**config.mk**
```make
export PLATFORM = sky130hd
export DESIGN_NAME = acc_job_scheduler
export DESIGN_NICKNAME = d
export VERILOG_FILES = /design/src/rtl/acc_job_scheduler.sv
export SDC_FILE = /design/constraint.sdc
export NUM_CORES = 1
export LEC_CHECK = 0
export CORE_MARGIN = 4
export CORE_UTILIZATION = 40
export CTS_CLUSTER_DIAMETER = 50
export CTS_CLUSTER_SIZE = 14
export DETAILED_ROUTE_END_ITERATION = 6
export PLACE_DENSITY_LB_ADDON = 0.15
export SYNTH_ARGS = -nofsm -noshare
export SYNTH_HDL_FRONTEND = slang
export SYNTH_SLANG_ARGS = --single-unit
```
**constraint.sdc**
```tcl
create_clock -name clk -period 6.8 [get_ports clk]
set_input_delay 1.7 -clock clk [delete_from_list [all_inputs] [get_ports clk]]
set_output_delay 1.7 -clock clk [all_outputs]
set_load 0.01 [all_outputs]
```
**src/rtl/acc_job_scheduler.sv**
```systemverilog
// rtl/acc_job_scheduler.sv - Accelerator job queue and dispatcher between the MIPS core and the data-movement router
//
// Purpose:
//   Buffers up to DEPTH job descriptors posted by the core and dispatches them one
//   at a time to the router. Each dispatched job is completed by the router's level
//   acc_done, by the optional watchdog, or immediately for bypass or zero-size jobs.
//   A one-cycle job_done pulse reports each completion back to the core.
//
// Optional feature:
//   ACC_SCHED_WATCHDOG_EN - when defined, a 16-bit RUN-cycle watchdog ends a job
//   after TIMEOUT cycles and flags it with job_timeout. When undefined, RUN waits
//   for acc_done indefinitely, job_timeout is tied low and TIMEOUT is ignored.
//
// Ports:
//   clk, reset                       clock (rising edge), asynchronous active-low reset
//   job_valid / job_ready            job offer from the core / queue can accept
//   job_instr, job_offset, job_size  job descriptor words
//   job_bypass                       job needs no data movement
//   flush                            drop every queued (not active) job
//   instruction, offset, filesize    active job to the router
//   acc_bypass                       active job bypass flag, 1 while idle
//   acc_start                        one-cycle dispatch strobe
//   acc_done                         level completion from the router
//   job_done, job_timeout            completion pulse and watchdog flag
//   busy                             a job is in flight
//   queue_count                      entries waiting in the queue

module acc_job_scheduler #(
   parameter int DEPTH   = 4,
   parameter int TIMEOUT = 65535
) (
   input  logic                    clk,
   input  logic                    reset,
   input  logic                    job_valid,
   output logic                    job_ready,
   input  logic [31:0]             job_instr,
   input  logic [31:0]             job_offset,
   input  logic [31:0]             job_size,
   input  logic                    job_bypass,
   input  logic                    flush,
   output logic [31:0]             instruction,
   output logic [31:0]             offset,
   output logic [31:0]             filesize,
   output logic                    acc_bypass,
   output logic                    acc_start,
   input  logic                    acc_done,
   output logic                    job_done,
   output logic                    job_timeout,
   output logic                    busy,
   output logic [$clog2(DEPTH):0]  queue_count
);

   localparam int AW = $clog2(DEPTH);

   typedef enum logic [2:0] {IDLE, LOAD, RUN, DONE, WAIT_LOW} state_t;

   state_t state, state_nxt;

   logic [31:0] q_instr  [DEPTH];
   logic [31:0] q_offset [DEPTH];
   logic [31:0] q_size   [DEPTH];
   logic        q_bypass [DEPTH];

   logic [AW-1:0] wr_ptr, rd_ptr;
   logic [AW:0]   count;
   logic          full, push, pop;
   logic          bypass_r;

   assign full        = (count == (AW+1)'(DEPTH));
   assign job_ready   = !full && !flush;
   assign push        = job_valid && job_ready;
   // A flush clears the head as well, so it also suppresses the pop.
   assign pop         = (state == IDLE) && (count != '0) && !flush;
   assign queue_count = count;

   always_ff @(posedge clk) begin
      if (push) begin
         q_instr[wr_ptr]  <= job_instr;
         q_offset[wr_ptr] <= job_offset;
         q_size[wr_ptr]   <= job_size;
         q_bypass[wr_ptr] <= job_bypass;
      end
   end

   always_ff @(posedge clk or negedge reset) begin
      if (!reset) begin
         wr_ptr <= '0;
         rd_ptr <= '0;
         count  <= '0;
      end else if (flush) begin
         wr_ptr <= '0;
         rd_ptr <= '0;
         count  <= '0;
      end else begin
         if (push) wr_ptr <= wr_ptr + AW'(1);
         if (pop)  rd_ptr <= rd_ptr + AW'(1);
         if (push && !pop)      count <= count + (AW+1)'(1);
         else if (pop && !push) count <= count - (AW+1)'(1);
      end
   end

   // Output registers hold the last dispatched job until the next pop.
   always_ff @(posedge clk or negedge reset) begin
      if (!reset) begin
         instruction <= '0;
         offset      <= '0;
         filesize    <= '0;
         bypass_r    <= 1'b0;
      end else if (pop) begin
         instruction <= q_instr[rd_ptr];
         offset      <= q_offset[rd_ptr];
         filesize    <= q_size[rd_ptr];
         bypass_r    <= q_bypass[rd_ptr];
      end
   end

`ifdef ACC_SCHED_WATCHDOG_EN
   localparam logic [15:0] WD_LAST = 16'(TIMEOUT - 1);

   logic [15:0] wdog;
   logic        tmo_flag;
   logic        wd_fire;

   // acc_done has priority over an expiry on the same cycle.
   assign wd_fire = (state == RUN) && !acc_done && (wdog == WD_LAST);

   always_ff @(posedge clk or negedge reset) begin
      if (!reset) begin
         wdog     <= '0;
         tmo_flag <= 1'b0;
      end else begin
         if (state == LOAD)     wdog <= '0;
         else if (state == RUN) wdog <= wdog + 16'd1;
         if (state == LOAD)     tmo_flag <= 1'b0;
         else if (wd_fire)      tmo_flag <= 1'b1;
      end
   end

   assign job_timeout = (state == DONE) && tmo_flag;
`else
   logic wd_fire;
   assign wd_fire     = 1'b0;
   assign job_timeout = 1'b0;
`endif

   always_ff @(posedge clk or negedge reset) begin
      if (!reset) state <= IDLE;
      else        state <= state_nxt;
   end

   always_comb begin
      state_nxt  = state;
      acc_start  = 1'b0;
      job_done   = 1'b0;
      busy       = 1'b1;
      acc_bypass = bypass_r;
      case (state)
         IDLE: begin
            busy       = 1'b0;
            acc_bypass = 1'b1;
            if (pop) state_nxt = LOAD;
         end
         LOAD: begin
            acc_start = 1'b1;
            // Bypass and empty jobs never see acc_done from the router.
            if (bypass_r || (filesize == '0)) state_nxt = DONE;
            else                              state_nxt = RUN;
         end
         RUN: begin
            if (acc_done || wd_fire) state_nxt = DONE;
         end
         DONE: begin
            job_done  = 1'b1;
            state_nxt = acc_done ? WAIT_LOW : IDLE;
         end
         WAIT_LOW: begin
            // A level acc_done still high here belongs to the finished job.
            if (!acc_done) state_nxt = IDLE;
         end
         default: state_nxt = IDLE;
      endcase
   end

endmodule

```
==> out/results.env <==
FINISH.UTILIZATION=0.500
POSTSYNTH.TOPFLOPCELL='sky130_fd_sc_hd__edfxtp_1'
MAX-CLOCK-PATH-BUFFERS=3
CLK_ROOT_BUFFER_CELL='sky130_fd_sc_hd__clkbuf_16'
TIMING.CRITICAL_PATH.FROM_TYPE='input port'
POST-ROUTE-WORST-SETUP-SLACK_PS=2070
HOLDCRITPATHCLASS='reg2reg'
SYN2LAYOUT_AREA_GROWTH_PCT=23.8
DIEHEIGHT_UM=222
TRACK_USAGE=0.154
COREAREA_MM2=0.0453
ANTENNA_FOUND_INITIAL=3
CTS_SINKS=495
POWER_LEAKAGE_uW=0.00751
SYNTH.MOST_COMMON_CELL='sky130_fd_sc_hd__edfxtp_1'
SYNTH_CELL_TYPE_COUNT=39
DESIGN.DIE.AREA_MM2=0.0492
CTS_MAX_LEVEL=2
GRT.OVERFLOW.TOTAL=0
SYNTH_CELLS=797
VIAS_PER_CELL=5.07
TIMING.FINAL.MAX_SLEW_VIOLATIONS=0
SYNTH.TOP_CELLS.BY_AREA='sky130_fd_sc_hd__edfxtp_1 64%, sky130_fd_sc_hd__dfrtp_1 15%, sky130_fd_sc_hd__mux4_2 12%'
MIN_PERIOD_OVER_PERIOD=0.696
HOLDBUFCOUNTCTS=0
SETUP-TNS-FINAL_PS=0
DIE_WIDTH_UM=222
MAX-CAP-VIOLATIONS=0
START_UTIL=0.404
PEAKVDDDROP_mV=0.184
CTS.CLK_SLEW.WORST_PATHS_PS=60
CTS_TREE='yes'
WORST-ENDPOINT-REQUIRED_PS=5100
LAYOUT-DRIVE-GT1-SHARE=0.274
DRT_ITER0_MARKERS=541
SYN-MEAN-INSTANCE-AREA_UM2=23.0
FINAL.HOLD.WORST_SLACK_PS=510
IO_PINS=207
PLACE_WS_PS=2060
LARGEST_NET_DEGREE_AT_THE_START_OF_GLOBAL_ROUTING=62
RUN_STATUS='finished clean'
YOSYS_WARNINGS=0
SETUP-VIOLATIONS-FINAL=0
PATH_CLASS='in2out'
SYNTH_SEQ_AREA_SHARE=0.783
WIRE_PER_INST_UM=22.9
HPWL_MM=22.9
WORSTMARGINPINSLEW_PS=953
SYN_AREA_MM2=0.0183
P_TOTAL_uW=8990
TIMING.CLOCK.SKEW_PS=19.7
SLEW_HEADROOM=0.365
NETLIST.TOP_CELL.BY_AREA='sky130_fd_sc_hd__edfxtp_1'
SYNTH_TOP_CELL_AREA_SHARE=0.637
REMAINING_DRC_ERRORS=0
SYNTH-EDFF-COUNT=388
NUM-NETS-FINAL=1135
CTS_SETUP_BUFFERS=0
FIRSTDRTPASSITERS=5
PORT-BUFFER-COUNT=205
SETUP_REPAIR_AFTER_GLOBAL_ROUTING_MISSED_ITS_MARGIN='no'
POWER.DENSITY_CELL_AREA_mW_PER_MM2=397
FIRST_GLOBAL_VIAS=8960
CRIT_PATH_END_KIND='output pin'
CRITICAL_PATH_PEAK_FANOUT=12
CP.ARRIVAL_PS=3030
CTS_RESIZED=0
FINAL.MIN_CLOCK_PERIOD_PS=4730
FILLCELLCOUNT=3707
FINALHOLDVIOLCOUNT=0
MAPPEDNETLISTNETS=904
STD_CELL_ROWS=78
DR_TOTAL_VIAS=8455
WIRE_LENGTH_OF_THE_FIRST_GLOBAL_ROUTING_PASS_MM=58.2
ROUTED_WL_MM=38.1
YOSYS-TOP-CELLS-COUNT='388 x sky130_fd_sc_hd__edfxtp_1, 107 x sky130_fd_sc_hd__dfrtp_1, 97 x sky130_fd_sc_hd__mux4_2, 92 x sky130_fd_sc_hd__mux2_2, 19 x sky130_fd_sc_hd__buf_2'
SHARE_OF_ASYNC_SETTABLE_OR_ASYNC_RESETTABLE_FLOPS_AFTER_SYNTHESIS=0.216
GP_ROUTABILITY_CONGESTION=0.710
SYNTH-SEQ-CELLS=495
CTS_BUFFERS=48
POSTROUTEANTENNANETS=0
CLK-INSERTION-DELAY-LATE_PS=570
MAXCLOCKFREQUENCY_MHz=211
kinds of logic (layout without fill, tap and decap cells):
| kind of cell | Yosys count | after routing | synth area share |
|---|---|---|---|
| AOI/OAI and AO/OA | 6 | 6 | 0.00219 |
| xor gates and xnor gates | 4 | 4 | 0.00191 |
| adders and majority gates | 5 | 5 | 0.00383 |
| buffers and inverters | 44 | 313 | 0.0124 |
| DFF | 495 | 495 | 0.783 |
| muxes | 197 | 197 | 0.182 |
| other | 1 | 2 | 0.000205 |
| and+or+nand+nor | 45 | 45 | 0.0143 |
through the flow:
stage,area (µm²),instances
5_1_grt,22700,1666
4_1_cts,22700,1666
6_report,22700,1667
3_5_place_dp,21100,1578
3_3_place_gp,21100,1578
2_1_floorplan,18300,797
final timing paths:
| path | startpoint | endpoint | slack [ps] | depth (start not counted) |
|---|---|---|---|---|
| worst max-delay path | flush | job_ready | 2070 | 3 |
| worst min register to register | offset[13]$_DFFE_PN0P_ | offset[13]$_DFFE_PN0P_ | 510 | 1 |
| max in group asynchronous | reset | filesize[0]$_DFFE_PN0P_ | 4600 | 2 |
| worst min-delay path | offset[13]$_DFFE_PN0P_ | offset[13]$_DFFE_PN0P_ | 510 | 1 |
| worst max register to register | queue_count[2]$_DFFE_PN0P_ | q_size[0][2]$_DFFE_PP_ | 4050 | 4 |
| min in group asynchronous | reset | instruction[20]$_DFFE_PN0P_ | 1180 | 1 |
cell usage in the layout (no fill, tap or decap), types with 3 or more instances in the layout:
cell type	n
sky130_fd_sc_hd__mux2_4	7
sky130_fd_sc_hd__mux4_2	97
sky130_fd_sc_hd__nand2_1	4
sky130_fd_sc_hd__inv_1	9
sky130_fd_sc_hd__mux2_2	92
sky130_fd_sc_hd__clkdlybuf4s50_1	204
sky130_fd_sc_hd__clkbuf_1	11
sky130_fd_sc_hd__dfrtp_1	105
sky130_fd_sc_hd__xnor2_1	3
sky130_fd_sc_hd__nor2_1	11
sky130_fd_sc_hd__clkinv_1	4
sky130_fd_sc_hd__edfxtp_1	388
sky130_fd_sc_hd__nor4_1	8
sky130_fd_sc_hd__clkinvlp_4	6
sky130_fd_sc_hd__clkbuf_16	50
sky130_fd_sc_hd__ha_1	4
sky130_fd_sc_hd__and2_4	4
sky130_fd_sc_hd__nor2b_1	3
sky130_fd_sc_hd__buf_12	4
sky130_fd_sc_hd__clkinv_2	6
sky130_fd_sc_hd__clkbuf_8	3
sky130_fd_sc_hd__bufinv_16	4
sky130_fd_sc_hd__buf_4	8
layer usage:
layer	vias to the layer above	part of all wire	GRT usage
li1	3715	-	-
met1	4503	0.44	0.218
met4	4	0.014	0.0336
met3	49	0.051	0.0384
met2	184	0.49	0.248
met5	-	0.00045	0
power by group:
| group | switching (µW) | internal (µW) |
|---|---|---|
| sequential | 361 | 3750 |
| combinational | 871 | 1340 |
| clock | 1130 | 1540 |
layout make-up:
class	instances	area, µm²	area share
clock buffers	64	1330	0.0589
multi-input cells	258	3760	0.166
well taps	600	751	0.0331
diodes	1	2.50	0.000110
inverters	9	33.8	0.00149
clock inverters	24	260	0.0115
repair buffers	216	2180	0.0963
flip-flops and latches	495	14300	0.633
critical path: stages:
cell and delay [ps]:
sky130_fd_sc_hd__clkdlybuf4s50_1 610, sky130_fd_sc_hd__nor2_1 180, sky130_fd_sc_hd__clkdlybuf4s50_1 540
state kept, by name, indices dropped and copies added (netlist names), 2 cells and up:
signal / flops
q_size: 128
q_offset: 128
offset: 32
q_bypass: 4
q_instr: 128
instruction: 32
wr_ptr: 2
queue_count: 3
rd_ptr: 2
filesize: 32
state: 3
Note: power is estimated with default switching activity, not from simulation.
